### src/rtl/regfile_write_ctrl.sv
// regfile_write_ctrl: write-side controller for the 32x32 register file.
// Queues write-back requests in a small FIFO and issues one per cycle.
//
// Ports:
//   clock, ctrl_reset_n          rising-edge clock, async active-low reset
//   wr_valid / wr_ready          request handshake
//   ctrl_writeReg, data_writeReg request index and data
//   drain_en                     register file can take a write this cycle
//   reg_WE, DATA_IN              registered one-hot enable and shared data bus
//   pending                      registers targeted by any queued entry
//   fifo_count                   number of valid FIFO entries
module regfile_write_ctrl #(
    parameter int DEPTH = 4,
    parameter int CW    = 3
) (
    input  logic          clock,
    input  logic          ctrl_reset_n,
    input  logic          wr_valid,
    output logic          wr_ready,
    input  logic [4:0]    ctrl_writeReg,
    input  logic [31:0]   data_writeReg,
    input  logic          drain_en,
    output logic [31:0]   reg_WE,
    output logic [31:0]   DATA_IN,
    output logic [31:0]   pending,
    output logic [CW-1:0] fifo_count
);

    localparam int PW = $clog2(DEPTH);

    logic [4:0]       mem_idx  [DEPTH];
    logic [31:0]      mem_data [DEPTH];
    logic [DEPTH-1:0] ent_valid;
    logic [PW-1:0]    wr_ptr;
    logic [PW-1:0]    rd_ptr;
    logic             push;
    logic             pop;

    // Ready depends only on state, so a full FIFO refuses even while popping.
    assign wr_ready = (fifo_count < CW'(DEPTH));

    // Writes to r0 finish the handshake but never enter the queue.
    assign push = wr_valid && wr_ready && (ctrl_writeReg != 5'd0);

    // Pop uses the registered count, so a push into an empty FIFO
    // cannot flow through on the same edge.
    assign pop = (fifo_count != '0) && drain_en;

    always_ff @(posedge clock) begin
        if (push) begin
            mem_idx[wr_ptr]  <= ctrl_writeReg;
            mem_data[wr_ptr] <= data_writeReg;
        end
    end

    // Push and pop never target the same slot: slots coincide only when
    // the FIFO is empty (no pop) or full (no push).
    always_ff @(posedge clock or negedge ctrl_reset_n) begin
        if (!ctrl_reset_n) begin
            ent_valid <= '0;
            wr_ptr    <= '0;
            rd_ptr    <= '0;
        end else begin
            if (push) begin
                ent_valid[wr_ptr] <= 1'b1;
                wr_ptr            <= wr_ptr + PW'(1);
            end
            if (pop) begin
                ent_valid[rd_ptr] <= 1'b0;
                rd_ptr            <= rd_ptr + PW'(1);
            end
        end
    end

    always_ff @(posedge clock or negedge ctrl_reset_n) begin
        if (!ctrl_reset_n) begin
            fifo_count <= '0;
        end else begin
            unique case ({push, pop})
                2'b10:   fifo_count <= fifo_count + CW'(1);
                2'b01:   fifo_count <= fifo_count - CW'(1);
                default: fifo_count <= fifo_count;
            endcase
        end
    end

    // reg_WE is a one-cycle pulse; DATA_IN holds its value when idle.
    always_ff @(posedge clock or negedge ctrl_reset_n) begin
        if (!ctrl_reset_n) begin
            reg_WE  <= '0;
            DATA_IN <= '0;
        end else if (pop) begin
            reg_WE  <= 32'd1 << mem_idx[rd_ptr];
            DATA_IN <= mem_data[rd_ptr];
        end else begin
            reg_WE  <= '0;
        end
    end

    // The popped entry's valid bit clears on the issue edge, so its
    // pending bit drops in the same cycle its reg_WE pulse is visible.
    always_comb begin
        pending = '0;
        for (int i = 0; i < DEPTH; i++) begin
            if (ent_valid[i]) begin
                pending[mem_idx[i]] = 1'b1;
            end
        end
    end

endmodule

### config.mk
export PLATFORM = sky130hd
export DESIGN_NAME = regfile_write_ctrl
export DESIGN_NICKNAME = d
export VERILOG_FILES = /design/src/rtl/regfile_write_ctrl.sv
export SDC_FILE = /design/constraint.sdc
export NUM_CORES = 1
export LEC_CHECK = 0
export ABC_AREA = 1
export BUFFER_PORTS_ARGS = -buffer_cell sky130_fd_sc_hd__buf_2
export CAP_MARGIN = 20
export CELL_PAD_IN_SITES_DETAIL_PLACEMENT = 1
export CELL_PAD_IN_SITES_GLOBAL_PLACEMENT = 1
export CORE_UTILIZATION = 45
export CTS_CLUSTER_DIAMETER = 30
export DETAILED_ROUTE_END_ITERATION = 8
export PLACE_DENSITY = 0.91
export SLEW_MARGIN = 5
export SYNTH_ARGS = -nofsm -noshare
export SYNTH_HDL_FRONTEND = slang
export SYNTH_SLANG_ARGS = --single-unit
### constraint.sdc
create_clock -name clock -period 2.5 [get_ports clock]
set_input_delay 0.125 -clock clock [delete_from_list [all_inputs] [get_ports clock]]
set_output_delay 0.125 -clock clock [all_outputs]
set_load 0.1 [all_outputs]
==> results of run 1 <==
kinds of logic after synthesis:
kind of cell,count (synthesis),synth area share [%]
and+or+nand+nor,388,17.7
DFF,223,66.7
AOI/OAI and AO/OA,163,10.1
buffers and inverters,82,3.80
adders and majority gates,10,1.40
xor gates and xnor gates,4,0.370
how the worst max path moves through the flow:
stage / endpoint / slack [ps]
after global placement: fifo_count[2] / 610
after CTS: pending[12] / 70
final: pending[12] / 40
after detailed placement: fifo_count[2] / 520
after global routing: pending[12] / 6
after floorplan: fifo_count[2] / 6
repair_timing:
| action | CTS | global route |
|---|---|---|
| hold buffers | 39 | 0 |
| gates resized for setup | 0 | 1 |
| hold endpoints to repair | 205 | 0 |
| endpoints found under the setup margin | 0 | 1 |
through the flow:
stage | power (W) | hold slack, ps | util (%) | area [um2] | setup WS [ps]
2_1_floorplan | 0.0105 | -171 | - | 9490 | 6.25
3_3_place_gp | 0.0119 | 269 | 51.5 | 10500 | 612
3_5_place_dp | 0.0122 | 279 | 51.5 | 10500 | 523
4_1_cts | 0.0182 | 205 | 60.6 | 12400 | 70.2
5_1_grt | 0.0189 | 242 | 60.6 | 12400 | 6.16
6_report | 0.0182 | 207 | 60.6 | 12400 | 43.7
worst max-delay path, cell delays in order (launching register included):
cell and delay, ps:
edfxtp_1 420, inv_1 120, nand3_1 330, or2_2 400
o2111ai_1 70, buf_2 460
placed cells by master, fill, tap and decap left out, types with 39 or more instances in the layout:
cell type,instances
nor2_1,218
dlygate4sd3_1,39
nand3_1,67
edfxtp_1,148
buf_2,139
o21ai_0,67
dfrtp_1,70
inv_1,40
nand2_1,57
clkbuf_16,41
sequential cells by signal, indices dropped and copies added (netlist names):
name and cells:
mem_data 128, DATA_IN 32, reg_WE 32, mem_idx 20
ent_valid 4, fifo_count 3, rd_ptr 2, wr_ptr 2
layer usage:
metal | track usage [%] | up-vias | wire length (um)
met5 | 0 | - | 0
met4 | 12.3 | 0 | 979
met3 | 5.56 | 85 | 1720
met2 | 50.7 | 324 | 15800
met1 | 32.2 | 3885 | 11400
li1 | - | 3480 | -
area by class of cell:
class	count	area [um2]
multi-input combinational	565	2810
tap	270	338
timing repair buffer	197	1270
fill	2181	8050
sequential	223	6330
clock inverter	25	368
inverter	47	179
clock buffer	48	1080
power by group through the flow:
stage          clock, W  combinational, W  sequential, W
2_1_floorplan         0           0.00301        0.00751
3_3_place_gp          0           0.00676        0.00514
6_report        0.00586           0.00719        0.00517
3_5_place_dp          0           0.00703        0.00519
4_1_cts         0.00589           0.00716        0.00516
5_1_grt         0.00606           0.00761        0.00523
==> flow_metrics.tcl, run 1 <==
set metrics [dict create \
    cts_setup_buffers 0 \
    dieArea_um2 21600 \
    drtIter0Drc 478 \
    period_share_pct 98.3 \
    outcome "finished clean" \
    vdd_ir_drop_max_mv 1.01 \
    track_usage_pct 28.1 \
    setup_viol 0 \
    grt_max_degree 60 \
    required_ps 2380 \
    min_to "fifo_count[0]" \
    crit_start "mem_idx[2][0]" \
    timing.rr.start "fifo_count[2]" \
    numPortBuffers 140 \
    avgSynthCellArea_um2 10.9 \
    rr_worst_depth 6 \
    n_antenna_cell 0 \
    tightest_slew_ps 803 \
    r2r_slack_ps 530 \
    worstHoldPathType "primary input to flop" \
    p_sw_w 0.00823 \
    power.leakage_nw 5.14 \
    cts_buffer_depth 3 \
    cts_root_buf "clkbuf_16" \
    p_int_w 0.00999 \
    drc 0 \
    die_y_um 147 \
    grt_pass1_wl_mm 46.3 \
    antenna_found_initial 0 \
    netlist_area_um2 9480 \
    dp_cells 1263 \
    p_seq_share_pct 28.4 \
    syn_to_final_growth_pct 30.6 \
    yosysWarnings 0 \
    yosysMostFrequentCell "nor2_1" \
    relSlewSlack_pct 46.4 \
    numCtsBuffers 40 \
    r2r-end "DATA_IN[13]" \
    cts_tree "yes" \
    grt_overflow 0 \
    post_layout_nonfiller_instances 1375 \
    io_pins 141 \
    routabilityCongestion 0.942 \
    hold_start "drain_en" \
    ys_ff_latch 223 \
    async_reset_ff_share_pct 33.6 \
    syn_inst 870 \
    hpwl_mm 18.5 \
    cts.clk_slew.worst_paths_ps 50 \
    worst_setup_path_end_kind "output pin" \
    h-tree-depth 2 \
    synth-edff-count 148 \
    via_per_inst 5.65 \
    initial_core_util_pct 46.4 \
    setup_tns_ps 0 \
    synth_common_cells "nor2_1, edfxtp_1, dfrtp_1" \
    min_period_ps 2460 \
    p_sw_share_pct 45.2 \
    dr_total_vias 7774 \
    yosys-top-cells-area "edfxtp_1, dfrtp_1, nor2_1" \
    synth_top_area_share_pct 46.9 \
    rows 52 \
    ys_seq_area_share_pct 66.7 \
    layout-drive-gt1-share_pct 24.3 \
    fmax_ghz 0.407 \
    drt_wl_total_mm 29.9 \
    clk_latency_ps 520 \
    ys_types 33 \
    finClkSkew_ps 15.1 \
    cp-start-kind "flop" \
    cts.sinks 223 \
    p_clk_share_pct 32.2 \
    first_pass_iters 5 \
    nets 1125 \
    worstPathMaxFanout 8 \
    cap_violations 0 \
    wire_per_inst_um 21.7 \
    power_density_nw_per_um2 1470 \
    hold_path_depth 4 \
    core_um2 20400 \
    syn-num-nets 921 \
    first_global_vias 8479 \
    critPathKind "flop to output pin" \
    pwr-share-comb_pct 39.5 \
    rsz0062_at_grt "no" \
    synth-main-ff-cell "edfxtp_1" \
    arrival_ps 2330 \
    final_hold_viol_count 0 \
    drv_slew 0 \
    synth.largest_area_cell "edfxtp_1" \
    antenna_left 0 \
    die_w_um 147 \
]
Note: power is estimated with default switching activity, not from simulation.
==> run 2, diff against run 1 <==
Settings changed: GPL_TIMING_DRIVEN from default to 0.
==> run 2 against run 1 <==
Cell area up 0.69%. Maximum frequency increased by 2.1%. Core utilization grew 0.42 points. Sequential cell count unchanged. Via count up 3.0%. Largest power group unchanged. Highest routed layer unchanged.
==> flow_metrics.tcl, run 2 (synthesis results as in run 1) <==
set metrics [dict create \
    grt_max_degree 55 \
    numCtsBuffers 41 \
    dieArea_um2 21600 \
    arrival_ps 2280 \
    layout_common_cells "nor2_1, buf_2, edfxtp_1, dfrtp_1, o21ai_0" \
    wl_met3_mm 2.17 \
    routabilityCongestion 0.891 \
    cts_buffer_depth 3 \
    fmax_ghz 0.416 \
    n_antenna_cell 0 \
    period_share_pct 96.3 \
    nets 1147 \
    dr_total_vias 8005 \
    relSlewSlack_pct 54.1 \
    critPathKind "flop to output pin" \
    setup_tns_ps 0 \
    route.met2.wl_mm 17.3 \
    via_per_inst 5.73 \
    p_clk_share_pct 30.6 \
    cp-start-kind "flop" \
    drv_slew 0 \
    final_common_cell "nor2_1" \
    outcome "finished clean" \
    grt_overflow 0 \
    vdd_ir_drop_max_mv 1.13 \
    clk_latency_ps 540 \
    drtIter0Drc 497 \
    drc 0 \
    cts_tree "yes" \
    cap_violations 0 \
    drt_wl_total_mm 32.7 \
    power_density_nw_per_um2 1470 \
    die_y_um 147 \
    final_hold_viol_count 0 \
    layout-drive-gt1-share_pct 25.0 \
    power.leakage_nw 5.17 \
    io_pins 141 \
    h-tree-depth 2 \
    wire_per_inst_um 23.4 \
    largest_register_ffs 128 \
    cts.sinks 223 \
    cts_root_buf "clkbuf_16" \
    worst_setup_path_end_kind "output pin" \
    top_regs "mem_data x128, DATA_IN x32, reg_WE x32" \
    multiInputGateArea_um2 2820 \
    finClkSkew_ps 30.0 \
    first_pass_iters 6 \
    wl_met1_mm 12.1 \
    required_ps 2380 \
    rsz0062_at_grt "no" \
    seq_area_um2 6330 \
    hpwl_mm 19.8 \
    p_sw_w 0.00855 \
    antenna_left 0 \
    setup_viol 0 \
    tightest_slew_ps 689 \
    rows 52 \
    track_usage_pct 31.1 \
    die_w_um 147 \
    syn_to_final_growth_pct 31.5 \
    worstPathMaxFanout 8 \
    first_global_vias 8828 \
    cts.clk_slew.worst_paths_ps 50 \
    p_sw_share_pct 46.7 \
    fillerInstances 2210 \
    p_seq_share_pct 28.5 \
    pwr-share-comb_pct 40.9 \
    antenna_found_initial 0 \
    initial_core_util_pct 46.4 \
    top_register "mem_data" \
    p_int_w 0.00976 \
    worstHoldPathType "primary input to asynchronous set/reset pin" \
    dr.max_layer_used "met4" \
    power.total_w 0.0183 \
    pre_cts_slack_ps -15.4 \
    numPortBuffers 140 \
    finalWorstSetupSlack_ps 93.4 \
    core_um2 20400 \
    grt_pass1_wl_mm 50.7 \
    min_period_ps 2410 \
]
## run 2: cell type report
| cell class | instances | share of cell area [%] |
|---|---|---|
| timing repair buffer | 184 | 9.82 |
| multi-input combinational | 565 | 22.6 |
| inverter | 47 | 1.44 |
| clock inverter | 28 | 2.32 |
| sequential | 223 | 50.8 |
| clock buffer | 47 | 8.91 |
| tap | 270 | 2.71 |
| buffer | 34 | 1.44 |
## run 2: per-layer routing
| metal | up-vias | track usage, % |
|---|---|---|
| met3 | 91 | 5.28 |
| met2 | 393 | 55.9 |
| met4 | 0 | 15.7 |
| met1 | 3992 | 35.6 |
| li1 | 3529 | - |
| met5 | - | 0 |
## run 2: what timing repair did
action                                 CTS  global route
resized for setup                        1             9
hold buffers                            39             0
endpoints found under the hold margin  224             0
setup endpoints to repair                1            11
setup buffers                            0             0
## run 2: worst max-delay path, cell delays in order (launching register included)
cell and delay, ps:
edfxtp_1 440, inv_1 140, nand3_1 320, o221ai_1 370
buf_2 490
## run 2: path summary, 6_finish.rpt
kind	to	startpoint	depth (start not counted)	slack (ps)
hold reg to reg	fifo_count[0]	fifo_count[0]	1	510
min in group clock	reg_WE[25]	drain_en	4	180
setup / recovery	pending[8]	mem_idx[3][0]	4	90
hold / removal	DATA_IN[13]	ctrl_reset_n	2	90
setup reg to reg	fifo_count[2]	fifo_count[2]	9	260
max in group asynchronous	DATA_IN[26]	ctrl_reset_n	3	1780
## run 2: through the flow
stage | hold WS, ps | std cells | utilization [%] | cell area, um2
3_5_place_dp | 81.8 | 1285 | 52.1 | 10600
2_1_floorplan | -171 | 870 | - | 9490
4_1_cts | 90.2 | 1399 | 60.9 | 12400
6_report | 92.7 | 1398 | 61.0 | 12500
5_1_grt | 130 | 1398 | 61.0 | 12500
3_3_place_gp | 335 | 1280 | 51.5 | 10500
## run 2: power groups by stage
stage	clock network (W)	logic, W	registers [W]
after CTS	0.00554	0.00739	0.00519
after global routing	0.00577	0.00791	0.00528
after global placement	0	0.00686	0.00519
after floorplan	0	0.00301	0.00751
final	0.00560	0.00750	0.00522
after detailed placement	0	0.00721	0.00523
==> run 3, diff against run 2 <==
Settings changed: ABC_AREA 1 to default, CORE_UTILIZATION 45 to 30, PLACE_DENSITY 0.91 to 0.66.
==> run 3 against run 2 <==
Clock skew grew 6.2 ps. Non-clock buffer count grew 2. Cell area grew 5.6%. Largest cell class unchanged. Highest routed layer unchanged. Sequential power down 2%. Critical path depth is 1 higher. Core utilization is 17 points lower. Power is 1.3% higher. Largest power group is now clock.
==> flow_metrics.tcl, run 3 <==
set metrics [dict create \
    antenna_found_initial 1 \
    numCtsBuffers 52 \
    period_share_pct 94.8 \
    grt_pass1_wl_mm 38.4 \
    numPortBuffers 140 \
    relSlewSlack_pct 56.5 \
    synth_common_cells "edfxtp_1, nand2_1, dfrtp_1" \
    r2r-end "fifo_count[2]" \
    antenna_left 0 \
    critPathBufInv 2 \
    cpPeakStageDelay_ps 430 \
    netlist_area_um2 9270 \
    initial_core_util_pct 30.9 \
    die_y_um 178 \
    syn_inst 619 \
    dp_cells 1155 \
    die_w_um 178 \
    async_reset_ff_share_pct 33.6 \
    fmax_ghz 0.422 \
    drt_wl_total_mm 25.0 \
    crit_start "mem_idx[3][3]" \
    layout-drive-gt1-share_pct 36.2 \
    timing.rr.start "fifo_count[2]" \
    critPathKind "flop to output pin" \
    cts.sinks 223 \
    routabilityCongestion 0.847 \
    finClkSkew_ps 36.3 \
    power.total_w 0.0186 \
    yosys-top-cells-area "edfxtp_1, dfrtp_1, mux4_2" \
    first_global_vias 6672 \
    power.leakage_nw 5.36 \
    dr_total_vias 6403 \
    via_per_inst 4.94 \
    cap_violations 0 \
    whs_ps 63.8 \
    core_um2 30000 \
    drc 0 \
    clk_latency_ps 550 \
    finalWorstSetupSlack_ps 131 \
    first_pass_iters 5 \
    cts_root_buf "clkbuf_16" \
    outcome "finished clean" \
    cts_tree "yes" \
    cp-start-kind "flop" \
    layout_common_cells "edfxtp_1, buf_2, nand2_1, dfrtp_1, clkbuf_16" \
    cp_top_family "buffers and inverters" \
    rr_worst_depth 9 \
    io_pins 141 \
    fillerInstances 3085 \
    synth_top_area_share_pct 47.9 \
    synth-edff-count 148 \
    pre_cts_slack_ps -92.6 \
    worst_setup_path_end_kind "output pin" \
    final_hold_viol_count 0 \
    vdd_ir_drop_max_mv 0.714 \
    wire_per_inst_um 19.3 \
    grt_overflow 0 \
    setup_tns_ps 0 \
    seq_area_um2 6320 \
    synth-main-ff-cell "edfxtp_1" \
    yosysMostFrequentCell "edfxtp_1" \
    worstHoldPathType "primary input to asynchronous set/reset pin" \
    drv_slew 0 \
    cts_buffer_depth 3 \
    cts.clk_slew.worst_paths_ps 50 \
    syn_to_final_growth_pct 41.9 \
    avgSynthCellArea_um2 15.0 \
    worstPathMaxFanout 10 \
    dieArea_um2 31600 \
    arrival_ps 2240 \
    r2r_slack_ps 300 \
    ys_types 42 \
    ys_seq_area_share_pct 68.2 \
    post_layout_nonfiller_instances 1297 \
    h-tree-depth 2 \
    cp_cell_sequence "clkbuf_2, nand4b_1, o22ai_1, a221o_1, buf_2" \
    synth.largest_area_cell "edfxtp_1" \
    tightest_slew_ps 652 \
    rows 63 \
    syn-num-nets 670 \
    hpwl_mm 16.4 \
    critPathSlowestCell "buf_2" \
    nets 914 \
    ys_ff_latch 223 \
    power_density_nw_per_um2 1410 \
    setup_viol 0 \
    final_common_cell "edfxtp_1" \
    track_usage_pct 16.0 \
    min_period_ps 2370 \
    top_regs "mem_data x128, DATA_IN x32, reg_WE x32" \
    largest_register_ffs 128 \
    drtIter0Drc 384 \
    required_ps 2380 \
    yosysWarnings 0 \
    grt_max_degree 54 \
    multiInputGateArea_um2 2910 \
    top_register "mem_data" \
]
## run 3: cell types whose count changed in the layout (fill, tap and decap cells not counted), moves of 22 or more
cell	delta
mux4_2	+36
nor2_1	-179
buf_2	-37
a22oi_1	+22
buf_4	+33
nand2_1	+51
a31oi_1	-32
nand3_1	-60
inv_1	-28
o21ai_0	-66
## run 3: layer usage
metal / up-vias / GRT usage, % / wire, um
li1: 2896 / - / -
met1: 3228 / 21.1 / 11100
met2: 231 / 25.7 / 11900
met3: 48 / 3.88 / 1530
met4: 0 / 5.45 / 579
met5: - / 0 / 0
## run 3: worst reg2reg max path, stage by stage (launching register included)
cell	delay, ps
dfrtp_2	420
o31ai_2	360
buf_4	260
inv_2	190
ha_1	270
inv_1	70
fa_1	170
xor2_1	150
nor2_1	70
xnor2_1	120
## run 3: layout make-up
type	instances	share of cell area, %
Inverter	18	0.514
Tap cell	390	3.71
Clock buffer	56	10.2
Antenna cell	1	0.0190
Buffer	25	0.865
Clock inverter	41	4.00
Multi-Input combinational cell	348	22.1
Timing Repair Buffer	195	10.5
Sequential cell	223	48.1
## run 3: cells by family after synthesis
kind of cell	after synthesis	synth area share, %
buffers and inverters	48	2.08
and+or+nand+nor	219	11.9
muxes	39	9.26
xor gates and xnor gates	5	0.472
adders and majority gates	10	1.43
AOI/OAI and AO/OA	75	6.64
DFF	223	68.2
## run 3: timing repair
action                     in CTS  in global routing
resized for setup              41                 19
hold endpoints to repair      224                  0
setup endpoints to repair      25                 31
buffers inserted                0                 10
hold buffers                   39                  0
## run 3: through the flow
stage | instance area, um2 | util (%)
final | 13200 | 43.8
after global routing | 13200 | 43.8
after CTS | 13000 | 43.3
after detailed placement | 10600 | 35.3
after global placement | 10500 | 34.8
after floorplan | 9270 | -
## run 3: where the power goes
part,internal (W),switching (W)
logic,0.00163,0.00478
clock network,0.00470,0.00232
registers,0.00472,0.000399
total,0.0111,0.00750
## run 3: how the worst max path moves through the flow
stage	to	depth (start not counted)
floorplan	pending[0]	3
global placement	fifo_count[2]	9
detailed placement	fifo_count[2]	10
CTS	pending[28]	5
global route	pending[20]	5
finish	pending[23]	5
